$ cat src/rtl/hazard_pkg.sv
// Shared opcode encodings, FSM state type and opcode classification for the
// pipeline interlock controller.
package hazard_pkg;

  localparam logic [3:0] OpNop   = 4'h0;
  localparam logic [3:0] OpAdd   = 4'h1;
  localparam logic [3:0] OpSub   = 4'h2;
  localparam logic [3:0] OpAnd   = 4'h3;
  localparam logic [3:0] OpOr    = 4'h4;
  localparam logic [3:0] OpXor   = 4'h5;
  localparam logic [3:0] OpNot   = 4'h6;
  localparam logic [3:0] OpMov   = 4'h7;
  localparam logic [3:0] OpLoad  = 4'h8;
  localparam logic [3:0] OpStore = 4'h9;
  localparam logic [3:0] OpHalt  = 4'hF;

  typedef enum logic [1:0] {StRun, StDrain, StHalted} state_e;

  typedef struct packed {
    logic reads_a;
    logic reads_b;
    logic writes;
    logic is_halt;
  } op_class_t;

  // Undefined encodings fall through to the all-zero (NOP) class.
  function automatic op_class_t op_class(input logic [3:0] op);
    op_class_t c;
    c = '0;
    case (op)
      OpAdd, OpSub, OpAnd, OpOr, OpXor: begin
        c.reads_a = 1'b1;
        c.reads_b = 1'b1;
        c.writes  = 1'b1;
      end
      OpNot, OpMov: begin
        c.reads_a = 1'b1;
        c.writes  = 1'b1;
      end
      OpLoad:  c.writes  = 1'b1;
      OpStore: c.reads_a = 1'b1;
      OpHalt:  c.is_halt = 1'b1;
      default: c = '0;
    endcase
    return c;
  endfunction

endpackage

$ cat src/rtl/reg_scoreboard.sv
// Per-register in-flight write counters with busy/full status.
module reg_scoreboard
  import hazard_pkg::*;
#(
  parameter int unsigned NREG  = 8,
  parameter int unsigned CNTW  = 3,
  parameter int unsigned RegAw = $clog2(NREG)
) (
  input  logic             clk,
  input  logic             reset,
  input  logic             inc_en_i,
  input  logic [RegAw-1:0] inc_reg_i,
  input  logic             dec_en_i,
  input  logic [RegAw-1:0] dec_reg_i,
  output logic [NREG-1:0]  busy_o,
  output logic [NREG-1:0]  full_o,
  output logic             all_idle_o
);

  logic [CNTW-1:0] cnt_q [NREG];
  logic [CNTW-1:0] cnt_d [NREG];

  always_comb begin
    for (int unsigned r = 0; r < NREG; r++) begin
      logic inc_hit;
      logic dec_hit;
      inc_hit  = inc_en_i && (inc_reg_i == RegAw'(r));
      dec_hit  = dec_en_i && (dec_reg_i == RegAw'(r));
      cnt_d[r] = cnt_q[r];
      // Simultaneous issue and write-back cancel; a stray write-back never underflows.
      if (inc_hit && !dec_hit && (cnt_q[r] != '1)) begin
        cnt_d[r] = cnt_q[r] + 1'b1;
      end else if (dec_hit && !inc_hit && (cnt_q[r] != '0)) begin
        cnt_d[r] = cnt_q[r] - 1'b1;
      end
    end
  end

  always_comb begin
    busy_o = '0;
    full_o = '0;
    for (int unsigned r = 0; r < NREG; r++) begin
      busy_o[r] = (cnt_q[r] != '0);
      full_o[r] = (cnt_q[r] == '1);
    end
    all_idle_o = ~|busy_o;
  end

  always_ff @(posedge clk) begin
    if (reset) begin
      for (int unsigned r = 0; r < NREG; r++) begin
        cnt_q[r] <= '0;
      end
    end else begin
      for (int unsigned r = 0; r < NREG; r++) begin
        cnt_q[r] <= cnt_d[r];
      end
    end
  end

endmodule

$ cat src/rtl/hazard_ctrl.sv
// Scoreboard interlock: stalls IF/ID and injects bubbles on RAW/WAW hazards,
// drains and parks the pipeline on HALT, and counts stall cycles.
module hazard_ctrl
  import hazard_pkg::*;
#(
  parameter int unsigned NREG  = 8,
  parameter int unsigned CNTW  = 3,
  parameter int unsigned PERFW = 8
) (
  input  logic             clk,
  input  logic             reset,
  input  logic             idValid,
  input  logic [3:0]       idOpcode,
  input  logic [2:0]       idOpA,
  input  logic [2:0]       idOpB,
  input  logic [2:0]       idDest,
  input  logic             wbEn,
  input  logic [2:0]       wbReg,
  output logic             stall,
  output logic             bubble,
  output logic             halted,
  output logic [PERFW-1:0] stallCount
);

  state_e           state_q, state_d;
  logic             halted_q, halted_d;
  logic [PERFW-1:0] stall_cnt_q, stall_cnt_d;

  op_class_t       cls;
  logic [NREG-1:0] busy;
  logic [NREG-1:0] full;
  logic            all_idle;
  logic            hz;
  logic            run;
  logic            issue;

  reg_scoreboard #(
    .NREG (NREG),
    .CNTW (CNTW),
    .RegAw(3)
  ) u_scoreboard (
    .clk       (clk),
    .reset     (reset),
    .inc_en_i  (issue & cls.writes),
    .inc_reg_i (idDest),
    .dec_en_i  (wbEn),
    .dec_reg_i (wbReg),
    .busy_o    (busy),
    .full_o    (full),
    .all_idle_o(all_idle)
  );

  always_comb begin
    cls = op_class(idOpcode);
    // Busy includes registers retiring this cycle: no forwarding path exists.
    hz  = (cls.reads_a & busy[idOpA]) | (cls.reads_b & busy[idOpB]) |
          (cls.writes & busy[idDest]) | (cls.writes & full[idDest]);
    run    = (state_q == StRun);
    stall  = !reset && (run ? (idValid && hz) : 1'b1);
    bubble = stall;
    issue  = !reset && run && idValid && !hz;
    halted = !reset && halted_q;
  end

  always_comb begin
    state_d = state_q;
    unique case (state_q)
      StRun:    if (issue && cls.is_halt) state_d = StDrain;
      StDrain:  if (all_idle) state_d = StHalted;
      StHalted: state_d = StHalted;
      default:  state_d = StRun;
    endcase
    halted_d    = (state_d == StHalted);
    stall_cnt_d = stall_cnt_q;
    if (stall && (stall_cnt_q != '1)) begin
      stall_cnt_d = stall_cnt_q + 1'b1;
    end
  end

  always_ff @(posedge clk) begin
    if (reset) begin
      state_q     <= StRun;
      halted_q    <= 1'b0;
      stall_cnt_q <= '0;
    end else begin
      state_q     <= state_d;
      halted_q    <= halted_d;
      stall_cnt_q <= stall_cnt_d;
    end
  end

  assign stallCount = stall_cnt_q;

endmodule

$ cat config.mk
export PLATFORM = sky130hd
export DESIGN_NAME = hazard_ctrl
export DESIGN_NICKNAME = d
export VERILOG_FILES = /design/src/rtl/hazard_pkg.sv /design/src/rtl/reg_scoreboard.sv /design/src/rtl/hazard_ctrl.sv
export SDC_FILE = /design/constraint.sdc
export NUM_CORES = 1
export LEC_CHECK = 0
export CORE_ASPECT_RATIO = 1.2
export CORE_UTILIZATION = 45
export CTS_BUF_LIST = sky130_fd_sc_hd__clkbuf_8
export CTS_CLUSTER_DIAMETER = 50
export DETAILED_ROUTE_END_ITERATION = 12
export PLACE_DENSITY = 0.71
export SKIP_LAST_GASP = 1
export SLEW_MARGIN = 20
export SYNTH_ARGS = -nofsm -noshare
export SYNTH_HDL_FRONTEND = slang
export SYNTH_SLANG_ARGS = --single-unit
export TNS_END_PERCENT = 5
$ cat constraint.sdc
create_clock -name clk -period 4.9 [get_ports clk]
set_input_delay 1.225 -clock clk [delete_from_list [all_inputs] [get_ports clk]]
set_output_delay 1.225 -clock clk [all_outputs]
set_load 0.02 [all_outputs]
# ---- Word-level counts from Yosys, hierarchy flattened
# Memories as Yosys holds them, arrays and structs flattened.
# Index checks and enable logic that the tools add are counted.
dict set report classes {
  n_addsub 17
  n_lt_le_gt_ge 3
  eq_ne 44
  muxes 43
  bitwise 16
  reduce_logical 89
}
# operator count
set op_table {}
lappend op_table {{$mux 3} 24}
lappend op_table {{$logic_and 1x1->1} 56}
lappend op_table {{$eq 3x3->1 const B} 16}
lappend op_table {{$add 3x1->3 const B} 8}
lappend op_table {{$ne 3x3->1 const B} 8}
lappend op_table {{$reduce_bool 3->1} 8}
lappend op_table {{$reduce_or 8->1} 3}
lappend op_table {{$sub 3x1->3 const B} 8}
lappend op_table {{$logic_not 1->1} 18}
lappend op_table {{$eq 4x3->1 const B} 4}
lappend op_table {{$bmux 1 s3} 4}
lappend op_table {{$eq 3x2->1 const B} 4}
lappend op_table {{$eq 4x4->1 const B} 3}
lappend op_table {{$lt 3x4->1 const B} 3}
lappend op_table {{$mux 1} 12}
lappend op_table {{$or 1x1->1} 11}
lappend op_table {{$add 8x1->8 const B} 1}
lappend op_table {{$eq 4x2->1 const B} 2}
lappend op_table {{$ne 8x8->1 const B} 1}
lappend op_table {{$eq 3x1->1 const B} 2}
lappend op_table {{$logic_not 3->1} 2}
lappend op_table {{$pmux 2 s3} 1}
lappend op_table {{$and 1x1->1} 5}
lappend op_table {{$reduce_or 5->1} 1}
lappend op_table {{5 further kinds} 7}
dict set report totals {
  register_bits 11
  ramBits 24
  input_bits 20
  elab_cells 216
  n_memories 1
}
# name depth width rd rd_ports_with_merged_regs write_ports line
set memory_table {}
lappend memory_table {u_scoreboard.cnt_q 8 3 8 0 8 reg_scoreboard.sv:20} ;# logic [CNTW-1:0] cnt_q [NREG];

# ---- Longest topological paths before layout
dict set report logic_depth {
  word_depth 17
  mapped_depth 14
}

# ---- Cells and area by module
# From an unflattened synthesis, not the netlist that was laid out.
dict set report unflattened {
  hier_cells 325
  hier_area_um2 2743.9
}
# mod n_inst cells_each area_per_inst_um2 seq_area_each_um2
set by_module_without_submodules {}
lappend by_module_without_submodules {reg_scoreboard 1 225 1909.3 480.5}
lappend by_module_without_submodules {hazard_ctrl 1 100 834.6 220.2}

# ---- Worst setup path before layout
# OpenSTA, ideal clock, no wires.
dict set report synth_path {
  path_type {input -> output}
  startpoint {in idOpA[1]}
  endpoint {out stall}
  t_arrival_ps 3126
  slack_ps 549
  path_stages 7
  path_buffers 1
  path_cell_list {or4_1 a221o_1 o31ai_1 a311oi_2 o31ai_1 a21oi_1 buf_4}
}
dict set report synth_via {
  elab_chain_cells 9
}
# element line
set synth_rtl {}
lappend synth_rtl {{start, declared} hazard_ctrl.sv:14} ;# input logic [2:0] idOpA,
lappend synth_rtl {{$bmux 1 s3} hazard_ctrl.sv:56} ;# hz = (cls.reads_a & busy[idOpA]) | (cls.reads_b & busy[idOpB]) |
lappend synth_rtl {{$mux 1 (implied by the code)} hazard_ctrl.sv:56}
lappend synth_rtl {{$and 1x1->1} hazard_ctrl.sv:56}
lappend synth_rtl {{$or 1x1->1 (2 in series)} hazard_ctrl.sv:56}
lappend synth_rtl {{$or 1x1->1} hazard_ctrl.sv:57} ;# (cls.writes & busy[idDest]) | (cls.writes & full[idDest]);
lappend synth_rtl {{$logic_and 1x1->1} hazard_ctrl.sv:59} ;# stall = !reset && (run ? (idValid && hz) : 1'b1);
lappend synth_rtl {{$mux 1} hazard_ctrl.sv:59}
lappend synth_rtl {{$logic_and 1x1->1} hazard_ctrl.sv:59}
lappend synth_rtl {{end, declared} hazard_ctrl.sv:19} ;# output logic stall,
# Every way passes these cells. The select of a mux whose other input is x is not followed.

# ---- Worst setup path after layout
# Same ends and word-level chain as after synthesis.

==> metrics.cfg <==
[timing]
max_freq_mhz = 213
slew-limit-headroom = 0.470
worst_slack_ns = 0.214
fin_crit_sh = 0.956
finalHoldViolCount = 0
worstMarginPinSlew_ns = 0.789
rsz0062_at_grt = no
period_needed_ns = 4.69
setup_viol = 0
final.setup.tns_ns = 0
finalMaxSlewViolations = 0
fin_skew_ns = 0.0109

[synth]
synthCells = 296
synthesis.area_um2 = 2390
syn_nets = 325
synthTopCellsByArea = dfxtp_1, fa_1, nor2_1
synthArstFlopShare = 0
synthSimpleGateAreaFrac = 0.318
synth_cell_types = 53
postSynthAreaPerCell_um2 = 8.07
synth_top_area_share = 0.293
synth_xor_area_frac = 0.0367
synth_adder_area_share = 0.0723
synth_flop_cell = dfxtp_1
synth_top_family_by_area = simple AND/OR/NAND/NOR gates
ys.warnings.count = 0
synth_mux_area_frac = 0.0450
synth_enable_flop_cells = 0
ys_ff_latch = 35
yosysTopAreaCell = dfxtp_1
yosysSeqAreaShare = 0.293
synth_compound_area_frac = 0.201

[worst_hold_path]
hold_class = register to register

[setup_path]
critPathMaxFanout = 2
crit_type = input pin to primary output
cp_cell_sequence = clkdlybuf4s50_1, or4_1, a221o_1, o31ai_1, a311oi_2, o31ai_1, a21oi_1, dlygate4sd2_1
slowest_stage = or4_1
cp_slowest_stage_delay_ns = 0.43
arrival_ns = 3.46
critPathLaunchType = input pin
cp.required_ns = 3.67
end_kind = primary output
crit_top_cell = o31ai_1

[finish]
seq_area_um2 = 701
fill_cells = 471
fin_area_um2 = 2920
multi_input_area_um2 = 1610
n_antenna_cell = 0
final_net_count = 364
syn2layout_area_growth_pct = 22.1
drive_gt1_frac = 0.101

[cts]
htree_levels = 2
cts.sinks = 35
clkTransAtPathRegs_ns = 0.07
cts_buffers = 5
clkLatencyLatePin_ns = 0.30
clockRootBuffer = clkbuf_8
clk_path_buf_depth = 2
postCtsHoldBufs = 0
cts_tree = done

[power]
p_int_mw = 0.435
comb_power_share = 0.168
p_per_area_nw_per_um2 = 209
fin_total_pwr_mw = 0.611
p_sw_mw = 0.176
p_clk_frac = 0.355
seq_power_share = 0.477
p_leak_nw = 1.12
p_sw_frac = 0.288
irDropWorstVdd_mv = 0.136

[grt]
grt_usage = 0.225
grt_max_degree = 32
grt_pass1_wl_um = 9440
grt_pass1_vias = 2145
antenna_found_initial = 0
grt_overflow = 0

[route]
vias = 2312
post_drt_wl_per_cell_um = 14.3
routed_wl_um = 5670
vias_per_cell = 5.84
ant_nets = 0
dr.pass1.iters = 4
post-route-drc-count = 0
drt_iter0_drc = 133

[floorplan]
core_um2 = 5010
die-area_um2 = 5600
die_w_um = 68.5
initial_core_util = 0.477
rows = 28
io_pins = 31
die_h_um = 81.8

[placement]
globalplace.congestion = 0.849
placed_cell_area_um2 = 2830
dp_hpwl_um = 4290
io_buffers = 30
pre_cts_ws_ns = -0.0174

[flow_run]
max_cap_viol_count = 0

[run_status]
status = completed

==> worst max-delay path, delay by kind of cell <==
| kind | cells | cell delay [ns] |
|---|---|---|
| compound gates | 5 | 1.05 |
| buf+inv | 2 | 0.76 |
| simple gates | 1 | 0.43 |
==> stage by stage <==
step                      utilization  cells  hold WS [ns]
after floorplan                     -    296         0.440
after global placement          0.564    388         0.458
after detailed placement        0.564    388         0.471
after CTS                       0.582    396         0.481
after global routing            0.582    396         0.504
final                           0.582    396         0.479
==> Yosys cell counts, types with 2 or more instances <==
library cell / instances
buf_4: 2
xor2_1: 7
fa_1: 8
buf_2: 2
nor2b_1: 10
nand4_1: 5
inv_1: 7
o31ai_1: 4
mux2_2: 2
a31o_2: 2
nor4_1: 5
a311oi_1: 8
nand2_1: 24
nor2_1: 41
and3_1: 3
or3_1: 10
nor3b_1: 3
clkbuf_1: 8
xnor2_1: 3
mux2i_1: 7
nand2b_1: 10
nor3_1: 11
o21ai_0: 4
or3b_2: 2
a31oi_1: 3
nand3_1: 15
o21a_1: 2
a21oi_1: 21
dfxtp_1: 35
a211oi_1: 3
a21boi_0: 2
a41oi_1: 6
==> logic make-up (layout without fill, tap and decap cells) <==
logic type,Yosys count,count (layout)
adders and majority gates,9,9
buffers and inverters,19,59
AOI/OAI and AO/OA,67,67
xor gates and xnor gates,10,10
DFF,35,35
muxes,10,10
and+or+nand+nor,146,146
==> repair_timing <==
| item | in CTS | in global routing |
|---|---|---|
| setup buffers | 0 | 0 |
| gates resized for setup | 1 | 1 |
| endpoints found under the hold margin | 0 | 0 |
| setup endpoints to repair | 2 | 1 |
==> power groups by stage <==
| stage | Clock, mW | Sequential, mW | Combinational [mW] |
|---|---|---|---|
| 6_report | 0.217 | 0.291 | 0.102 |
| 5_1_grt | 0.232 | 0.292 | 0.113 |
| 4_1_cts | 0.224 | 0.291 | 0.102 |
| 3_5_place_dp | 0 | 0.298 | 0.102 |
| 3_3_place_gp | 0 | 0.298 | 0.101 |
| 2_1_floorplan | 0 | 0.298 | 0.0566 |
==> layout make-up <==
cell class,count,share of cell area
clock buffer,5,0.0236
clock inverter,3,0.00686
inverter,7,0.00901
multi-input combinational,242,0.551
sequential,35,0.240
tap,60,0.0257
timing repair buffer,44,0.144
==> cells in the final DEF (no fill, tap or decap), drive strengths merged, types with 8 or more instances in the layout <==
| cell type | synthesis | routed |
|---|---|---|
| a311oi | 9 | 9 |
| nor3 | 11 | 11 |
| nor2 | 41 | 41 |
| nand3 | 15 | 15 |
| buf | 4 | 14 |
| dfxtp | 35 | 35 |
| a21oi | 21 | 21 |
| nor2b | 10 | 10 |
| nand2b | 10 | 10 |
| nand2 | 24 | 24 |
| clkdlybuf4s50 | 0 | 28 |
| fa | 8 | 8 |
| or3 | 10 | 10 |
==> final timing paths <==
kind / start / slack, ns / depth (start not counted) / to
max reg2reg: u_scoreboard.cnt_q[0][3] / 1.26 / 14 / u_scoreboard.cnt_q[0][5]
min reg2reg: state_q[1] / 0.48 / 1 / state_q[0]
min: state_q[1] / 0.48 / 1 / state_q[0]
max: idOpA[1] / 0.21 / 8 / stall
==> sequential cells by signal, summed over array words and instances, names as in the netlist <==
| register | flops |
|---|---|
| stallCount | 8 |
| u_scoreboard.cnt_q | 24 |
| state_q | 2 |
| halted_q | 1 |
==> routing by layer <==
layer / routed length [µm] / share of wire / GRT usage / vias up
met2: 2660 / 0.47 / 0.376 / 63
li1: - / - / - / 1168
met1: 2600 / 0.46 / 0.283 / 1073
met4: 89 / 0.016 / 0.0854 / 0
met3: 325 / 0.057 / 0.0375 / 8
met5: 0 / 0 / 0 / -
Note: power is estimated with default switching activity, not from simulation.
